===== src/rtl/mdom_wvb_pkg.sv =====
`default_nettype none
// ============================================================================
// Module   : mdom_wvb_pkg
// Brief    : Shared header field map, W0 layout and state encoding for the
//            waveform-buffer readout controller.
// Revision : 1.0 - initial release
// ============================================================================
package mdom_wvb_pkg;

  // Header bundle field map
  localparam int HDR_W      = 71;
  localparam int LTC_LSB    = 0;
  localparam int LTC_W      = 48;
  localparam int START_LSB  = 48;
  localparam int STOP_LSB   = 58;
  localparam int ADDR_FLD_W = 10;
  localparam int TRIG_LSB   = 68;
  localparam int TRIG_W     = 2;
  localparam int CNST_BIT   = 70;

  localparam int HDR_WORDS  = 4;
  localparam int NSAMP_W    = 11;
  localparam int CKSUM_W    = 16;

  // W0 = {trig_src, cnst_run, 2'b00, nsamp[10:0]}
  localparam int W0_NSAMP_LSB = 0;
  localparam int W0_PAD_W     = 2;
  localparam int W0_CNST_BIT  = 13;
  localparam int W0_TRIG_LSB  = 14;

  typedef enum logic [2:0] {
    ST_IDLE  = 3'd0,
    ST_HDR   = 3'd1,
    ST_SAMP  = 3'd2,
    ST_CKSUM = 3'd3,
    ST_DONE  = 3'd4
  } rdout_state_e;

  function automatic logic [15:0] build_w0(input logic [TRIG_W-1:0]  trig,
                                           input logic               cnst,
                                           input logic [NSAMP_W-1:0] nsamp);
    return {trig, cnst, {W0_PAD_W{1'b0}}, nsamp};
  endfunction

endpackage
`default_nettype wire


===== src/rtl/mdom_wvb_rdout_skid.sv =====
`default_nettype none
// ============================================================================
// Module   : mdom_wvb_rdout_skid
// Brief    : 2-entry valid/ready skid buffer carrying a data word and a last
//            flag; the writer owns flow control via the exported fill level.
// Revision : 1.0 - initial release
// ============================================================================
module mdom_wvb_rdout_skid #(
  parameter int DATA_W = 16
) (
  input  logic              clk,
  input  logic              rst,
  input  logic              in_valid,
  input  logic [DATA_W-1:0] in_data,
  input  logic              in_last,
  output logic [1:0]        level,
  output logic              out_valid,
  output logic [DATA_W-1:0] out_data,
  output logic              out_last,
  input  logic              out_ready
);

  logic [DATA_W-1:0] mem_data [2];
  logic [1:0]        mem_last;
  logic              wr_ptr;
  logic              rd_ptr;
  logic              pop;

  assign pop = out_valid & out_ready;

  always_ff @(posedge clk) begin
    if (rst) begin
      mem_data[0] <= '0;
      mem_data[1] <= '0;
      mem_last    <= '0;
      wr_ptr      <= 1'b0;
      rd_ptr      <= 1'b0;
      level       <= 2'd0;
    end else begin
      if (in_valid) begin
        mem_data[wr_ptr] <= in_data;
        mem_last[wr_ptr] <= in_last;
        wr_ptr           <= ~wr_ptr;
      end
      if (pop) begin
        rd_ptr <= ~rd_ptr;
      end
      level <= level + {1'b0, in_valid} - {1'b0, pop};
    end
  end

  // Head entry is driven straight from storage, so it holds while stalled
  assign out_valid = (level != 2'd0);
  assign out_data  = mem_data[rd_ptr];
  assign out_last  = mem_last[rd_ptr];

endmodule
`default_nettype wire


===== src/rtl/mdom_wvb_rdout_ctrl.sv =====
`default_nettype none
// ============================================================================
// Module   : mdom_wvb_rdout_ctrl
// Brief    : Pops event headers, emits 4 header words then the addressed
//            waveform samples through a skid buffer. Define
//            WVB_RDOUT_CHKSUM_EN to append a 16-bit checksum word.
// Revision : 1.0 - initial release
// ============================================================================
module mdom_wvb_rdout_ctrl
  import mdom_wvb_pkg::*;
#(
  parameter int DATA_W = 16,
  parameter int ADDR_W = 10
) (
  input  logic              clk,
  input  logic              rst,
  input  logic [HDR_W-1:0]  hdr_bundle,
  input  logic              hdr_empty,
  output logic              hdr_rdreq,
  output logic [ADDR_W-1:0] wvb_rd_addr,
  input  logic [DATA_W-1:0] wvb_rd_data,
  output logic [DATA_W-1:0] dout_data,
  output logic              dout_valid,
  output logic              dout_last,
  input  logic              dout_ready,
  output logic              busy
);

  rdout_state_e state;
  rdout_state_e state_nxt;

  logic [LTC_W-1:0]   ltc;
  logic [TRIG_W-1:0]  trig;
  logic               cnst;
  logic [NSAMP_W-1:0] nsamp;
  logic [NSAMP_W-1:0] samp_left;
  logic [1:0]         hdr_idx;
  logic [ADDR_W-1:0]  rd_addr;

  // One-cycle issue stage: every word lands in the skid one cycle after issue
  logic               pend;
  logic               pend_ram;
  logic               pend_last;
  logic [DATA_W-1:0]  pend_word;

  logic [ADDR_W-1:0]  in_start;
  logic [ADDR_W-1:0]  in_stop;
  logic [NSAMP_W-1:0] nsamp_in;
  logic [DATA_W-1:0]  hdr_word;
  logic [DATA_W-1:0]  push_data;
  logic [1:0]         level;
  logic [2:0]         committed;
  logic               pop;
  logic               can_issue;
  logic               issue;
  logic               last_samp;
  logic               drained;

  assign in_start  = ADDR_W'(hdr_bundle[START_LSB +: ADDR_FLD_W]);
  assign in_stop   = ADDR_W'(hdr_bundle[STOP_LSB +: ADDR_FLD_W]);
  assign nsamp_in  = NSAMP_W'(ADDR_W'(in_stop - in_start)) + NSAMP_W'(1);

  assign pop       = dout_valid & dout_ready;
  // Entries the skid will hold after this edge, before counting a new issue
  assign committed = {1'b0, level} + {2'b00, pend} - {2'b00, pop};
  assign can_issue = (committed <= 3'd1);
  assign last_samp = (samp_left == NSAMP_W'(1));
  assign drained   = (level == 2'd0) && !pend;
  assign push_data = pend_ram ? wvb_rd_data : pend_word;
  assign wvb_rd_addr = rd_addr;

  always_comb begin
    case (hdr_idx)
      2'd0:    hdr_word = DATA_W'(build_w0(trig, cnst, nsamp));
      2'd1:    hdr_word = DATA_W'(ltc[47:32]);
      2'd2:    hdr_word = DATA_W'(ltc[31:16]);
      default: hdr_word = DATA_W'(ltc[15:0]);
    endcase
  end

`ifdef WVB_RDOUT_CHKSUM_EN
  logic [CKSUM_W-1:0] sum;
  logic [CKSUM_W-1:0] sum_nxt;

  // Includes the word landing this cycle so the checksum can issue back-to-back
  assign sum_nxt = pend ? (sum + CKSUM_W'(push_data)) : sum;

  always_ff @(posedge clk) begin
    if (rst || hdr_rdreq) begin
      sum <= '0;
    end else begin
      sum <= sum_nxt;
    end
  end
`endif

  always_ff @(posedge clk) begin
    if (rst) begin
      state <= ST_IDLE;
    end else begin
      state <= state_nxt;
    end
  end

  always_comb begin
    state_nxt = state;
    case (state)
      ST_IDLE: begin
        if (!hdr_empty) state_nxt = ST_HDR;
      end
      ST_HDR: begin
        if (issue && (hdr_idx == 2'(HDR_WORDS - 1))) state_nxt = ST_SAMP;
      end
      ST_SAMP: begin
        if (issue && last_samp) begin
`ifdef WVB_RDOUT_CHKSUM_EN
          state_nxt = ST_CKSUM;
`else
          state_nxt = ST_DONE;
`endif
        end
      end
`ifdef WVB_RDOUT_CHKSUM_EN
      ST_CKSUM: begin
        if (issue) state_nxt = ST_DONE;
      end
`endif
      ST_DONE: begin
        if (drained) state_nxt = ST_IDLE;
      end
      default: state_nxt = ST_IDLE;
    endcase
  end

  always_comb begin
    hdr_rdreq = 1'b0;
    issue     = 1'b0;
    busy      = 1'b1;
    case (state)
      ST_IDLE: begin
        busy      = 1'b0;
        hdr_rdreq = !hdr_empty && !rst;
      end
      ST_HDR:   issue = can_issue;
      ST_SAMP:  issue = can_issue;
`ifdef WVB_RDOUT_CHKSUM_EN
      ST_CKSUM: issue = can_issue;
`endif
      ST_DONE:  busy = !drained;
      default:  busy = 1'b0;
    endcase
  end

  always_ff @(posedge clk) begin
    if (rst) begin
      ltc       <= '0;
      trig      <= '0;
      cnst      <= 1'b0;
      nsamp     <= '0;
      samp_left <= '0;
      hdr_idx   <= 2'd0;
      rd_addr   <= '0;
      pend      <= 1'b0;
      pend_ram  <= 1'b0;
      pend_last <= 1'b0;
      pend_word <= '0;
    end else begin
      pend      <= issue;
      pend_ram  <= issue && (state == ST_SAMP);
      pend_last <= 1'b0;
      if (hdr_rdreq) begin
        ltc       <= hdr_bundle[LTC_LSB +: LTC_W];
        trig      <= hdr_bundle[TRIG_LSB +: TRIG_W];
        cnst      <= hdr_bundle[CNST_BIT];
        nsamp     <= nsamp_in;
        samp_left <= nsamp_in;
        hdr_idx   <= 2'd0;
        rd_addr   <= in_start;
      end
      if (issue) begin
        case (state)
          ST_HDR: begin
            pend_word <= hdr_word;
            hdr_idx   <= hdr_idx + 2'd1;
          end
          ST_SAMP: begin
            rd_addr   <= rd_addr + ADDR_W'(1);
            samp_left <= samp_left - NSAMP_W'(1);
`ifndef WVB_RDOUT_CHKSUM_EN
            pend_last <= last_samp;
`endif
          end
`ifdef WVB_RDOUT_CHKSUM_EN
          ST_CKSUM: begin
            pend_word <= DATA_W'(sum_nxt);
            pend_last <= 1'b1;
          end
`endif
          default: ;
        endcase
      end
    end
  end

  mdom_wvb_rdout_skid #(
    .DATA_W (DATA_W)
  ) u_skid (
    .clk       (clk),
    .rst       (rst),
    .in_valid  (pend),
    .in_data   (push_data),
    .in_last   (pend_last),
    .level     (level),
    .out_valid (dout_valid),
    .out_data  (dout_data),
    .out_last  (dout_last),
    .out_ready (dout_ready)
  );

endmodule
`default_nettype wire


===== config.mk =====
export PLATFORM = sky130hd
export DESIGN_NAME = mdom_wvb_rdout_ctrl
export DESIGN_NICKNAME = d
export VERILOG_FILES = /design/src/rtl/mdom_wvb_pkg.sv /design/src/rtl/mdom_wvb_rdout_skid.sv /design/src/rtl/mdom_wvb_rdout_ctrl.sv
export SDC_FILE = /design/constraint.sdc
export NUM_CORES = 1
export LEC_CHECK = 0
export ABC_AREA = 1
export ABC_CLOCK_PERIOD_IN_PS = 2600
export BUFFER_PORTS_ARGS = -buffer_cell sky130_fd_sc_hd__buf_2
export CORE_ASPECT_RATIO = 0.7
export CORE_MARGIN = 2
export CORE_UTILIZATION = 30
export DETAILED_ROUTE_END_ITERATION = 10
export SETUP_SLACK_MARGIN = 0.15
export SLEW_MARGIN = 10
export SYNTH_ARGS = -nofsm -noshare
export SYNTH_HDL_FRONTEND = slang
export SYNTH_HIERARCHICAL = 1
export SYNTH_SLANG_ARGS = --single-unit

===== constraint.sdc =====
create_clock -name clk -period 2.6 [get_ports clk]
set_clock_uncertainty 0.15 [all_clocks]
set_input_delay 0.52 -clock clk [delete_from_list [all_inputs] [get_ports clk]]
set_output_delay 0.52 -clock clk [all_outputs]
set_load 0.05 [all_outputs]

Word level (Yosys, flattened, before mapping)
Memory sizes are Yosys's and may differ from the RTL's. A register that Yosys moved wholly into a read port is not among the register bits.
Cells that the tools add are included.
{ "totals": {"reg_bits": 113, "mem_bits_rw": 32, "in_bits": 91, "elab_cells": 99, "memories": 1} }
{ "memory_table": {"columns": ["memory", "depth", "word_bits", "read_ports", "rd_clocked_by_memory_dff", "write_ports", "line_no", "text"], "rows": [
  ["u_skid.mem_data", 2, 16, 1, 1, 2, "mdom_wvb_rdout_skid.sv:23", "logic [DATA_W-1:0] mem_data [2];"]
]} }
{ "classes": {"add_sub_neg": 9, "magnitude_cmp": 4, "n_eq_ne": 11, "n_mux": 34, "bitwise_logic": 5, "reduce_logical": 19} }
{ "op_table": {"columns": ["op", "n"], "rows": [
  ["16-bit case mux with 3 select lines", 1],
  ["11-bit two-way mux", 3],
  ["16-bit two-way mux", 2],
  ["10-bit two-way mux", 3],
  ["16-bit OR reduction", 1],
  ["1-bit two-way mux", 14],
  ["3-bit two-way mux", 4],
  ["3-bit case mux with 4 select lines", 1],
  ["10-bit by 1-bit adder with 11-bit output, second input constant", 1],
  ["11-bit by 1-bit equality test with 1-bit output, second input constant", 1],
  ["11-bit by 1-bit subtractor with 11-bit output, second input constant", 1],
  ["10-bit by 1-bit adder with 10-bit output, second input constant", 1],
  ["10-bit subtractor", 1],
  ["2-bit inequality test, second input constant", 4],
  ["1-bit logical AND", 6],
  ["2-bit two-way mux", 3],
  ["2-bit equality test, second input constant", 2],
  ["1-bit logical NOT", 4],
  ["2-bit logical NOT", 2],
  ["1-bit by 2-bit < comparator with 1-bit output, second input constant", 2],
  ["1-bit inverter", 4],
  ["4-bit AND reduction", 1],
  ["2-bit by 1-bit adder with 3-bit output", 1],
  ["3-bit by 1-bit equality test with 1-bit output, second input constant", 1],
  ["18 further kinds", 18]
]} }

Depth between registers and ports, before layout
{ "depth": {"depth_word": 8, "ltp_mapped": 18} }

By module
The synthesis kept the hierarchy.
{ "modules_own_cells": {"columns": ["mod", "instances", "cells_per_inst", "area_each_um2"], "rows": [
  ["mdom_wvb_rdout_ctrl", 1, 857, 5811.8],
  ["mdom_wvb_rdout_skid", 1, 148, 1732.9]
]} }

Worst setup path before layout
OpenSTA, ideal clock, no wires.
{ "synth_timing": {"kind": "reg2reg", "from": "reg u_skid.level[1]", "to": "reg samp_left[10]", "arrival_ns": 2.691, "t_required_ns": 2.331, "setup_slack_ns": -0.360, "path_stages_with_launch": 16, "path_buffers": 1, "cell_sequence": "dfxtp_1 inv_1 nand2_1 nand2_1 inv_1 ha_1 inv_1 ha_1 fa_1 nor3b_2 nand2_1 inv_1 buf_2 nand2_1 o21ai_0 a21oi_1"} }
{ "synth_between": {"elab_chain_len": 6, "elab_cells_between_ends": 7, "classes_between": "add/sub: 2; order compare: 1; mux: 2; bitwise: 1; reduce/logical: 1"} }
{ "synth_rtl": {"columns": ["item", "line_no", "text"], "rows": [
  ["start: declaration", "mdom_wvb_rdout_skid.sv:16", "output logic [1:0] level,"],
  ["start signal: assignment", "mdom_wvb_rdout_skid.sv:48", "level <= level + {1'b0, in_valid} - {1'b0, pop};"],
  ["2-bit nonzero test", "mdom_wvb_rdout_skid.sv:53", "assign out_valid = (level != 2'd0);"],
  ["named net dout_valid", "mdom_wvb_rdout_ctrl.sv:23", "output logic dout_valid,"],
  ["1-bit AND", "mdom_wvb_rdout_ctrl.sv:63", "assign pop = dout_valid & dout_ready;"],
  ["3-bit by 1-bit subtractor with 3-bit output", "mdom_wvb_rdout_ctrl.sv:65", "assign committed = {1'b0, level} + {2'b00, pend} - {2'b00, pop};"],
  ["3-bit by 1-bit <= comparator with 1-bit output", "mdom_wvb_rdout_ctrl.sv:66", "assign can_issue = (committed <= 3'd1);"],
  ["1-bit two-way mux", "mdom_wvb_rdout_ctrl.sv:139", "case (state)"],
  ["11-bit two-way mux", "mdom_wvb_rdout_ctrl.sv:180", "if (issue) begin"],
  ["end signal: assignment", "mdom_wvb_rdout_ctrl.sv:176", "samp_left <= nsamp_in;"],
  ["end signal: assignment", "mdom_wvb_rdout_ctrl.sv:188", "samp_left <= samp_left - NSAMP_W'(1);"],
  ["end: declaration", "mdom_wvb_rdout_ctrl.sv:36", "logic [NSAMP_W-1:0] samp_left;"]
]} }
The timed path passes the listed nets, and every way through them passes these cells.
A chain may end at the register's enable or synchronous reset.

Worst setup path in the final report
{ "layout_timing": {"from": "reg u_skid.level[0]", "to": "reg samp_left[2]"} }
{ "layout_between": {"elab_chain_len": 6, "elab_cells_between_ends": 7, "classes_between": "add/sub: 2; order compare: 1; mux: 2; bitwise: 1; reduce/logical: 1"} }
{ "layout_rtl": {"columns": ["item", "line_no"], "rows": [
  ["parallel branches: the longest is 2 deep, another holds 2-bit by 1-bit adder with 3-bit output", null],
  ["3-bit by 1-bit subtractor with 3-bit output *", "mdom_wvb_rdout_ctrl.sv:65"],
  ["3-bit by 1-bit <= comparator with 1-bit output *", "mdom_wvb_rdout_ctrl.sv:66"],
  ["1-bit two-way mux *", "mdom_wvb_rdout_ctrl.sv:139"],
  ["11-bit two-way mux *", "mdom_wvb_rdout_ctrl.sv:180"]
]} }
Mark *: on every way between the ends.

==> metrics <==
Mapped Cells approximately 1000; endpoints failing hold 0; clock buffer depth 2; # nets final 1265; synthesized flop and latch total 146; # placed instances approximately 1400; post-route minimum period around 2800 ps; fillers 2523; status complete, but fails checks; ANT nets after route 0; Horiz. Die Dim 194 um; Antenna diodes 0; via count ~6900; cell area after synthesis 7540 um2; grt total ovfl 0; max-slew violation count 0; most common cell after layout, fill and taps aside nand2_1; Layout Cells excl Fill 1488; startpoint types flip-flop; Hold Path Class input pin to flip-flop; final worst setup slack -179 ps; Post-DP Area 8750 um2; GP Congestion 0.818; Setup Viol. Count Final 41; vias in the first global route 6360; first-pass GRT wire length 33.2 mm; Max-slew headroom 0.502; GRT Overall Usage 0.160; Net Sw Power 0.00288 W; Multi-input gate area roughly 3800 um2; die area 26500 um2; clock power share 0.316; layout cells sized above 1 0.283; Warnings, synthesis 6; crit end category flip-flop; Logic pwr share 0.330; Die Height 137 um; Worst-Skew Late Latency 420 ps; RSZ-0062 raised after global routing true; P_int 0.00498 W; Total Wirelength 21.2 mm; CTS tree built; P per Cell Area about 800 nW/um2; DPL Wire Length 15.6 mm; Final Cell Area 9800 um2; initial antenna violation count 0; Yosys top cell by area dfxtp_1; share of flip-flops with an asynchronous set or reset 0; Core Rows between 40 and 50; switch share 0.367; top_reg_cell synth dfxtp_1; P&R area growth vs syn 29.9%; I/O Buffers between 100 and 150; synth top area cells dfxtp_1 (30%), edfxtp_1 (13%), nand2_1 (12%), inv_1 (6.6%), o21ai_0 (6.3%); sequential area share after synthesis 0.430; LEAKAGE 4.34 nW; sequential share of power 0.354; number of iterations in the first detailed-routing pass 4; drt wl/cell ~14 um; failing checks negative setup slack; critical path peak fanout 8; crit path DAT 2930 ps; core area 24700 um2; most frequent cells in the layout nand2_1 (236), inv_1 (125), buf_2 (119); max-cap viol count 0; Reg area roughly 3200 um2; largest net degree at the start of global routing 52; fin util 0.397; starting density of the core 0.306; Top Ports between 100 and 150; Worst-Margin Slew 745 ps; Max Fclk 0.360 GHz; DR DRC count 0; cts hold-fix bufs 0; r2r setup slk -180 ps; Clock Root Buffer clkbuf_16; worst-case vdd ir drop 0.000632 V; clock slew at reported path FFs 60 ps; drt initial violations a little over 400; crit share post-route 1.07; kind of critical path flip-flop to flip-flop; Post-synth EDFFs 32; Syn Nets ~1100; syn avg cell area 7.51 um2; Yosys top cell area share 0.302; Yosys cell types 46; worst slack, placed -328 ps; clock sinks 146; CTS H-tree lvls 4; Critical Path RT 2750 ps; via/cell ratio 4.64; setup TNS -4110 ps; CTS Buf Count 17
cell type report:
type | instances | share of cell area
tap | 325 | 0.0415
sequential | 146 | 0.332
clock inverter | 15 | 0.0172
multi-input combinational | 674 | 0.391
inverter | 141 | 0.0555
clock buffer | 17 | 0.0434
timing repair buffer | 170 | 0.120
per-stage QoR:
stage | hold WS, ps | power (W)
floorplan | 269 | 0.00445
global placement | 301 | 0.00510
detailed placement | 297 | 0.00513
CTS | 128 | 0.00775
global route | 134 | 0.00831
finish | 145 | 0.00786
path summary, 6_finish.rpt:
check                              from                         endpoint  cells past startpoint
max reg2reg  u_skid/level[0]$_SDFF_PP0_          samp_left[2]$_SDFF_PP0_                     14
min                      hdr_bundle[31]             ltc[31]$_SDFFE_PP0P_                      3
max          u_skid/level[0]$_SDFF_PP0_          samp_left[2]$_SDFF_PP0_                     14
min reg2reg        pend_last$_SDFF_PP0_  u_skid/mem_last[1]$_SDFFE_PP0P_                      2
sequential cells by signal, summed over array words and instances (netlist names), 2 cells and up, named ones only:
name             cells
ltc                 48
u_skid/mem_data     32
pend_word           16
nsamp               11
samp_left           11
wvb_rd_addr         10
state                3
hdr_idx              2
trig                 2
u_skid/level         2
u_skid/mem_last      2
cells in the mapped netlist, types with 2 or more instances:
library cell / n
nand3_1: 93
fa_1: 2
o211ai_1: 3
clkbuf_1: 26
o31ai_1: 2
nor2_1: 54
mux2_2: 17
nand2_1: 243
xnor2_1: 2
a31oi_1: 5
inv_2: 8
nor2_4: 5
or2_2: 2
ha_1: 22
o22ai_1: 2
nor2_2: 12
nand2_2: 14
o21ai_0: 95
edfxtp_1: 32
dfxtp_1: 114
inv_1: 132
nand3_2: 4
buf_1: 4
a21oi_2: 2
a21oi_1: 56
nor3_1: 4
a211oi_1: 6
buf_2: 9
nand4_1: 6
nand3b_1: 4
buf_6: 4
xor2_1: 7
per-layer routing:
layer	wire length, um	global-route usage
met5	0	0
met2	8610	0.225
met4	191	0.0382
met3	1130	0.0352
met1	11300	0.243
power by group through the flow:
stage	combinational, W	clock (W)	sequential (W)
finish	0.00259	0.00248	0.00278
global route	0.00286	0.00263	0.00282
CTS	0.00245	0.00252	0.00278
detailed placement	0.00230	0	0.00283
global placement	0.00228	0	0.00282
floorplan	0.00157	0	0.00288
worst max-delay path: stages (launching register included):
cell,delay [ps]
dfxtp_2,320
inv_2,90
nand2_8,60
nand2_4,50
inv_2,40
ha_4,250
inv_2,30
ha_4,140
fa_1,450
nor3b_2,280
buf_4,210
nand2_8,120
buf_12,180
o311ai_2,230
inv_1,60
repair_timing:
action,in CTS,in global routing
resized for setup,35,32
setup endpoints to repair,43,45
buffers inserted,1,3
pin swaps,6,10
cloned,1,5
endpoints found under the hold margin,0,0
cell families after synthesis:
| group | share of synthesized area |
|---|---|
| compound gates | 0.124 |
| simple gates | 0.270 |
| mux | 0.0254 |
| buf+inv | 0.0980 |
| fa+ha+maj | 0.0418 |
| flops | 0.430 |
| xor+xnor | 0.0104 |
(Power assumes the default switching activity.)
